`src/rtl/fsb16_pkg.sv`:
```
// Constants shared by the FSB16 bridge-side blocks: AHB transfer codes and the
// request arbiter FSM encoding.
package fsb16_pkg;

  localparam logic [1:0] HTRANS_IDLE   = 2'b00;
  localparam logic [1:0] HTRANS_NONSEQ = 2'b10;

  typedef enum logic [2:0] {
    ST_IDLE  = 3'd0,
    ST_ISSUE = 3'd1,
    ST_WAIT  = 3'd2,
    ST_RESP  = 3'd3,
    ST_DRAIN = 3'd4
  } fsb_state_e;

endpackage

```
`src/rtl/fsb16_req_arbiter_rr_arbiter.sv`:
```
// Combinational round-robin arbiter: the search starts at the requester just
// after the last grant and wraps, producing a one-hot grant.
module rr_arbiter #(
  parameter int N     = 2,
  parameter int PTR_W = (N > 1) ? $clog2(N) : 1
) (
  input  logic [N-1:0]     req,
  input  logic [PTR_W-1:0] last,
  output logic [N-1:0]     gnt
);

  logic             found_s;
  logic             take_s;
  logic [PTR_W-1:0] idx_s;

  always_comb begin
    gnt     = '0;
    found_s = 1'b0;
    take_s  = 1'b0;
    idx_s   = '0;
    for (int k = 1; k <= N; k++) begin
      idx_s      = PTR_W'((int'(last) + k) % N);
      take_s     = !found_s && req[idx_s];
      gnt[idx_s] = gnt[idx_s] | take_s;
      found_s    = found_s | take_s;
    end
  end

endmodule

```
`src/rtl/fsb16_req_arbiter.sv`:
```
// Shares the AHB->FSB16 bridge between NREQ requesters: round-robin grant,
// one single-beat NONSEQ transfer at a time, response return and timeout guard.
module fsb16_req_arbiter
  import fsb16_pkg::*;
#(
  parameter int NREQ    = 2,
  parameter int TIMEOUT = 255,
  parameter int TO_W    = 8
) (
  input  logic                 hclk,
  input  logic                 hreset_n,
  input  logic [NREQ-1:0]      req_valid,
  input  logic [NREQ-1:0]      req_write,
  input  logic [3*NREQ-1:0]    req_size,
  input  logic [32*NREQ-1:0]   req_addr,
  input  logic [64*NREQ-1:0]   req_wdata,
  output logic [NREQ-1:0]      req_gnt,
  output logic [NREQ-1:0]      req_done,
  output logic                 rsp_err,
  output logic [63:0]          rsp_rdata,
  output logic                 hsel,
  output logic [1:0]           htrans,
  output logic                 hwrite,
  output logic [2:0]           hsize,
  output logic [31:0]          haddr,
  output logic [63:0]          hwdata,
  input  logic                 hready,
  input  logic                 hresp,
  input  logic [63:0]          hrdata,
  output logic                 busy,
  output logic                 timeout_flag
);

  localparam int PTR_W = (NREQ > 1) ? $clog2(NREQ) : 1;

  fsb_state_e       state_q, state_d;
  logic [NREQ-1:0]  gnt_q, gnt_d, done_q, done_d, arb_gnt_s;
  logic [PTR_W-1:0] owner_q, owner_d, ptr_q, ptr_d, arb_idx_s;
  logic             write_q, write_d;
  logic [2:0]       size_q, size_d;
  logic [31:0]      addr_q, addr_d;
  logic [63:0]      wdata_q, wdata_d, rdata_q, rdata_d;
  logic             hsel_q, hsel_d;
  logic [1:0]       htrans_q, htrans_d;
  logic [TO_W-1:0]  cnt_q, cnt_d, cnt_inc_s;
  logic             err_q, err_d, to_flag_q, to_flag_d;

  rr_arbiter #(.N(NREQ), .PTR_W(PTR_W)) u_rr (
    .req  (req_valid),
    .last (ptr_q),
    .gnt  (arb_gnt_s)
  );

  always_comb begin
    arb_idx_s = '0;
    for (int i = 0; i < NREQ; i++) begin
      arb_idx_s = arb_gnt_s[i] ? PTR_W'(i) : arb_idx_s;
    end
  end

  assign cnt_inc_s = cnt_q + TO_W'(1);

  always_comb begin
    state_d   = state_q;
    gnt_d     = gnt_q;
    owner_d   = owner_q;
    ptr_d     = ptr_q;
    write_d   = write_q;
    size_d    = size_q;
    addr_d    = addr_q;
    wdata_d   = wdata_q;
    rdata_d   = rdata_q;
    cnt_d     = cnt_q;
    to_flag_d = to_flag_q;
    done_d    = '0;
    err_d     = 1'b0;
    hsel_d    = 1'b0;
    htrans_d  = HTRANS_IDLE;
    case (state_q)
      ST_IDLE: begin
        if (|req_valid) begin
          gnt_d    = arb_gnt_s;
          owner_d  = arb_idx_s;
          write_d  = req_write[arb_idx_s];
          size_d   = req_size[int'(arb_idx_s)*3 +: 3];
          addr_d   = req_addr[int'(arb_idx_s)*32 +: 32];
          wdata_d  = req_wdata[int'(arb_idx_s)*64 +: 64];
          hsel_d   = 1'b1;
          htrans_d = HTRANS_NONSEQ;
          state_d  = ST_ISSUE;
        end else begin
          state_d  = ST_IDLE;
        end
      end
      ST_ISSUE: begin
        cnt_d   = '0;
        state_d = ST_WAIT;
      end
      ST_WAIT: begin
        // An error response wins even when hready is also set.
        if (hresp) begin
          done_d  = gnt_q;
          err_d   = 1'b1;
          state_d = ST_RESP;
        end else if (hready) begin
          done_d  = gnt_q;
          err_d   = 1'b0;
          state_d = ST_RESP;
        end else if (cnt_inc_s == TO_W'(TIMEOUT)) begin
          cnt_d     = cnt_inc_s;
          done_d    = gnt_q;
          err_d     = 1'b1;
          to_flag_d = 1'b1;
          gnt_d     = '0;
          state_d   = ST_DRAIN;
        end else begin
          cnt_d     = cnt_inc_s;
        end
      end
      ST_RESP: begin
        if (!write_q) begin
          rdata_d = hrdata;
        end else begin
          rdata_d = rdata_q;
        end
        gnt_d   = '0;
        ptr_d   = owner_q;
        state_d = ST_IDLE;
      end
      ST_DRAIN: begin
        // The abandoned bridge transfer must finish before the bus is reused.
        if (hready || hresp) begin
          state_d = ST_IDLE;
        end else begin
          state_d = ST_DRAIN;
        end
      end
      default: begin
        gnt_d   = '0;
        state_d = ST_IDLE;
      end
    endcase
  end

  always_ff @(posedge hclk or negedge hreset_n) begin
    if (!hreset_n) begin
      state_q   <= ST_IDLE;
      gnt_q     <= '0;
      owner_q   <= '0;
      ptr_q     <= '0;
      write_q   <= 1'b0;
      size_q    <= 3'd0;
      addr_q    <= 32'd0;
      wdata_q   <= 64'd0;
      rdata_q   <= 64'd0;
      cnt_q     <= '0;
      to_flag_q <= 1'b0;
      done_q    <= '0;
      err_q     <= 1'b0;
      hsel_q    <= 1'b0;
      htrans_q  <= HTRANS_IDLE;
    end else begin
      state_q   <= state_d;
      gnt_q     <= gnt_d;
      owner_q   <= owner_d;
      ptr_q     <= ptr_d;
      write_q   <= write_d;
      size_q    <= size_d;
      addr_q    <= addr_d;
      wdata_q   <= wdata_d;
      rdata_q   <= rdata_d;
      cnt_q     <= cnt_d;
      to_flag_q <= to_flag_d;
      done_q    <= done_d;
      err_q     <= err_d;
      hsel_q    <= hsel_d;
      htrans_q  <= htrans_d;
    end
  end

  // Read data arrives in the done cycle itself, so it bypasses the hold register then.
  assign rsp_rdata    = (state_q == ST_RESP && !write_q) ? hrdata : rdata_q;
  assign req_gnt      = gnt_q;
  assign req_done     = done_q;
  assign rsp_err      = err_q;
  assign hsel         = hsel_q;
  assign htrans       = htrans_q;
  assign hwrite       = write_q;
  assign hsize        = size_q;
  assign haddr        = addr_q;
  assign hwdata       = wdata_q;
  assign busy         = (state_q != ST_IDLE);
  assign timeout_flag = to_flag_q;

endmodule

```
`config.mk`:
```
export PLATFORM = sky130hd
export DESIGN_NAME = fsb16_req_arbiter
export DESIGN_NICKNAME = d
export VERILOG_FILES = /design/src/rtl/fsb16_pkg.sv /design/src/rtl/fsb16_req_arbiter_rr_arbiter.sv /design/src/rtl/fsb16_req_arbiter.sv
export SDC_FILE = /design/constraint.sdc
export NUM_CORES = 1
export LEC_CHECK = 0
export ABC_CLOCK_PERIOD_IN_PS = 5700
export CAP_MARGIN = 10
export CORE_AREA = 3 3 169 171
export DETAILED_ROUTE_END_ITERATION = 12
export DIE_AREA = 0 0 172 174
export PLACE_DENSITY_LB_ADDON = 0.05
export SETUP_SLACK_MARGIN = 0.1
export SKIP_CTS_REPAIR_TIMING = 1
export SYNTH_ARGS = -nofsm -noshare
export SYNTH_HDL_FRONTEND = slang
export SYNTH_SLANG_ARGS = --single-unit
```
`constraint.sdc`:
```
create_clock -name hclk -period 5.7 [get_ports hclk]
set_input_delay 0.57 -clock hclk [delete_from_list [all_inputs] [get_ports hclk]]
set_output_delay 0.57 -clock hclk [all_outputs]
set_load 0.01 [all_outputs]
```
# Yosys cells after proc, flatten, opt, wreduce, memory -nomap -nowiden
# Index checks and enable logic that the tools add are counted.
[totals]
regBits = 186
inputBits = 270
word_cells = 103
[classes]
add_sub_neg = 3
multipliers = 1
n_lt_le_gt_ge = 5
eq_ne = 10
shifts = 3
muxes = 42
bitwise_logic = 7
n_reduce_logical = 17
[ops]
columns = ["cell", "n"]
rows = [
  ["indexed part select 128 x 8 -> 64 bit", 1],
  ["two-way mux 64 bit", 1],
  ["indexed part select 64 x 7 -> 32 bit", 1],
  ["two-way mux 2 bit", 10],
  ["two-way mux 1 bit", 19],
  ["two-way mux 8 bit", 2],
  ["one-hot mux 8 bit (2 select lines)", 1],
  ["two-way mux 3 bit", 4],
  ["one-hot mux 3 bit (4 select lines)", 1],
  ["adder 8 x 1 -> 8 bit (second input constant)", 1],
  ["equality test 8 bit (second input constant)", 1],
  ["!= test 2 bit (second input constant)", 4],
  ["equality test 3 x 2 -> 1 bit (second input constant)", 2],
  ["< comparator 1 x 2 -> 1 bit (second input constant)", 3],
  ["one-hot mux 2 bit (3 select lines)", 1],
  ["indexed part select 6 x 4 -> 3 bit", 1],
  ["AND reduction 5 bit", 1],
  ["logical AND 1 bit", 4],
  ["!= test 4 bit (second input constant)", 1],
  ["NOT 1 bit", 4],
  ["AND reduction 2 bit", 2],
  ["AND reduction 4 bit", 1],
  ["OR reduction 2 bit", 2],
  ["equality test 3 x 1 -> 1 bit (second input constant)", 1],
  ["14 further kinds", 19],
]

# Depth between registers and ports, before layout
[depth]
depth_word = 13
depth_mapped = 8
mapped_depth_nobuf = 5

# By module
# Synthesis repeated with hierarchy kept, for this count alone.
[unflattened]
hier_cells = 679
area_unflattened_um2 = 7940.1
[modules_own_cells]
columns = ["module", "instances", "cells_per_inst", "area_each_um2", "seq_area_each_um2"]
rows = [
  ["fsb16_req_arbiter", 1, 676, 7921.3, 4604.4],
  ["rr_arbiter", 1, 3, 18.8, 0.0],
]

# Least setup slack after synthesis
# No wires, ideal clock.
[synth_timing]
path_type = "reg-to-output"
start = "register state_q[2]"
end = "output port rsp_rdata[10]"
arrival_ps = 1658
setup_slack_ps = 3472
stages_incl_launch_ff = 7
path_buffers = 2
cell_sequence = "dfrtp_1 clkbuf_1 nor2b_1 nand2_1 nor2_2 buf_2 mux2_2"
[synth_via]
elab_chain_cells = 3
[synth_rtl]
columns = ["element", "line", "text"]
rows = [
  ["start, declared", "fsb16_req_arbiter.sv:36", "fsb_state_e state_q, state_d;"],
  ["start signal, assigned", "fsb16_req_arbiter.sv:163", "state_q <= state_d;"],
  ["equality test 3 x 2 -> 1 bit", "fsb16_req_arbiter.sv:182", "assign rsp_rdata = (state_q == ST_RESP && !write_q) ? hrdata : rdata_q;"],
  ["logical AND 1 bit", "fsb16_req_arbiter.sv:182", ""],
  ["two-way mux 64 bit", "fsb16_req_arbiter.sv:182", ""],
  ["end, declared", "fsb16_req_arbiter.sv:20", "output logic [63:0] rsp_rdata,"],
]
# No other way between the ends.

# Worst setup path in the final report
[layout_timing]
start = "register state_q[1]"
end = "output port rsp_rdata[61]"
# Same word-level chain as after synthesis.

==> impl_metrics.env <==
export IMPL_use_met2=0.3417
export IMPL_cts_buffers=17
export IMPL_arrival_ps=3350
export IMPL_setup_viol_count_final=0
export IMPL_htreeDepth=4
export IMPL_firstDrtPassIters=4
export IMPL_grt_pass1_vias=6915
export IMPL_die_height_um=174
export IMPL_crit_chain="nor2b_1 > nand2_1 > nor2_4 > buf_4 > mux2_2 > clkdlybuf4s50_1"
export IMPL_power_per_cell_area_nw_per_um2=504.2
export IMPL_synthXorXnorAreaFrac=0.004383
export IMPL_clk_insertion_delay_late_ps=430
export IMPL_synth_area_leaders="dfrtp_1, mux2i_1, mux2_2"
export IMPL_grt_ovfl_total=0
export IMPL_syn_area_um2=7993
export IMPL_holdCritPathClass="in2async"
export IMPL_cp_buffers_inverters=2
export IMPL_top_usage_layer="met2"
export IMPL_gp_congestion=0.7725
export IMPL_power_leakage_uw=0.005493
export IMPL_min_period_over_period=0.6874
export IMPL_synth_most_common_cell="dfrtp_1"
export IMPL_synth_area_leader_cell="dfrtp_1"
export IMPL_yosys_top_cells_count="dfrtp_1, nor2_1, a21oi_1"
export IMPL_placementRows=60
export IMPL_wirelength_um=28520
export IMPL_synth_simple_area_share=0.07608
export IMPL_nets=1378
export IMPL_postSynthAreaPerCell_um2=11.72
export IMPL_start_util=0.2957
export IMPL_ios=444
export IMPL_synth_main_ff_cell="dfrtp_1"
export IMPL_clk_pin_slew_worst_paths_ps=80
export IMPL_fin_skew_ps=20.19
export IMPL_finalMaxSlewViolations=0
export IMPL_max_stage_delay_ps=580
export IMPL_slowest_stage="nor2_4"
export IMPL_antenna_found_initial=0
export IMPL_port_buffers=442
export IMPL_cts_tree="built"
export IMPL_fin_crit_ps=3918
export IMPL_worst_pin_slew_ps=1026
export IMPL_synth_compound_area_share=0.09080
export IMPL_synth_top_cell_area_share=0.5761
export IMPL_max_cap_viol_count=0
export IMPL_drive_gt1_frac=0.1037
export IMPL_fill_cells=2493
export IMPL_cts_sinks=184
export IMPL_yosys_warnings=0
export IMPL_hold_violations=0
export IMPL_die_w_um=172
export IMPL_crit_fanout=41
export IMPL_fin_tns_setup_ps=0
export IMPL_drt_iter0_drc=223
export IMPL_synth_seq_cells=184
export IMPL_use_met3=0.06391
export IMPL_crit_type="reg2out"
export IMPL_fmax_mhz=255.2
export IMPL_vias_per_cell=4.531
export IMPL_ir_worst_vdd_mv=0.2674
export IMPL_grt_use_met1=0.2118
export IMPL_syn_nets=954
export IMPL_rsz0062_at_grt="no"
export IMPL_async_flop_share=1.000
export IMPL_grt_total_usage=0.1868
export IMPL_startpoint_type="flop"
export IMPL_hpwl_um=22180
export IMPL_status="finished clean"
export IMPL_synth_top_family_by_area="multiplexers"
export IMPL_relSlewSlack=0.3144
export IMPL_antennaDiodeCount=0
export IMPL_synth_area_mux_share=0.2154
export IMPL_setup_ws_ps=1782
export IMPL_yosysSeqAreaShare=0.5761
export IMPL_synth_fa_ha_area_frac=0.003131
export IMPL_root_buffer="clkbuf_16"
export IMPL_grt_max_degree=117
export IMPL_crit_path_end_kind="primary output"
export IMPL_vias=6615
export IMPL_syn_to_final_growth_pct=66.19
export IMPL_ant_nets=0
export IMPL_syn_inst=682
export IMPL_core_area_um2=27030
export IMPL_path_delay_family="buffers and inverters"
export IMPL_synth_edf_count=0
export IMPL_drc_errors=0
export IMPL_die_area_um2=29930
export IMPL_post_drt_wl_per_cell_um=19.53
export IMPL_dpl_worst_slack_ps=2193
export IMPL_grt_first_pass_wirelength_um=42180
export IMPL_crit_required_ps=5130
export IMPL_ys_types=45
export IMPL_clockBufferDepth=2
-- cell families (layout without fill, tap and decap cells) --
family | after synthesis | after routing
flops | 184 | 184
mux | 164 | 164
simple gates | 143 | 143
compound gates | 132 | 132
buf+inv | 52 | 489
xor+xnor | 4 | 4
fa+ha+maj | 2 | 2
other cells | 1 | 1
-- final timing paths --
kind,start,to,slack [ps],cells past startpoint
setup / recovery,state_q[1],rsp_rdata[61],1780,6
hold / removal,hreset_n,rdata_q[7],110,1
setup reg to reg,state_q[0],hwdata[60],3070,5
hold reg to reg,rdata_q[43],rdata_q[43],500,1
max in group asynchronous,hreset_n,hsize[2],4280,2
min in group hclk,rdata_q[43],rdata_q[43],500,1
-- metrics by stage --
step	area, um^2	hold WS, ps	utilization	std cells	total power (uW)
final	13280	113.1	0.4915	1460	6698
after global routing	13280	132.6	0.4915	1460	7147
after CTS	13280	124.8	0.4915	1460	6816
after detailed placement	12700	485.6	0.4700	1428	5572
after global placement	12700	479.2	0.4700	1428	5565
after floorplan	7993	274.4	-	682	3696
-- flip-flops by register name (all words and copies together), names as in the netlist --
signal        flops
req_gnt           2
cnt_q             8
hwdata           64
hwrite            1
timeout_flag      1
state_q           3
req_done          2
rsp_err           1
hsize             3
haddr            32
ptr_q             1
htrans            1
owner_q           1
rdata_q          64
-- layout make-up --
class                      count  area, um^2  share of cell area
sequential                   184        4604              0.3466
timing repair buffer         450        4501              0.3388
multi-input combinational    446        3143              0.2366
tap                          341       426.7             0.03212
clock buffer                  17       425.4             0.03203
clock inverter                15       156.4             0.01177
inverter                       7       26.28            0.001978
-- where the power goes --
group | internal, uW | leakage [uW] | switching [uW] | total (uW)
Combinational | 1790 | 0.00307 | 1510 | 3310
Clock | 623 | 0.000292 | 573 | 1200
Sequential | 1920 | 0.00213 | 272 | 2190
Total | 4340 | 0.00549 | 2360 | 6700
-- metal layers --
layer / part of all wire / up-vias
li1: - / 3228
met1: 0.38 / 3139
met2: 0.53 / 237
met3: 0.082 / 11
met4: 0.0071 / 0
met5: 0 / -
-- cells in the final DEF, fill, tap and decap left out, types with 3 or more instances in the layout --
cell / instances
clkdlybuf4s50_1: 441
nor2b_1: 3
inv_8: 3
nand3_1: 3
xor2_1: 3
inv_6: 6
a21oi_1: 103
nor2_1: 105
buf_4: 7
mux2_2: 64
o21bai_1: 3
clkinv_2: 3
o21ai_0: 11
mux2i_1: 100
clkbuf_16: 17
dfrtp_1: 184
nand2_1: 14
inv_1: 7
(Power assumes the default switching activity.)
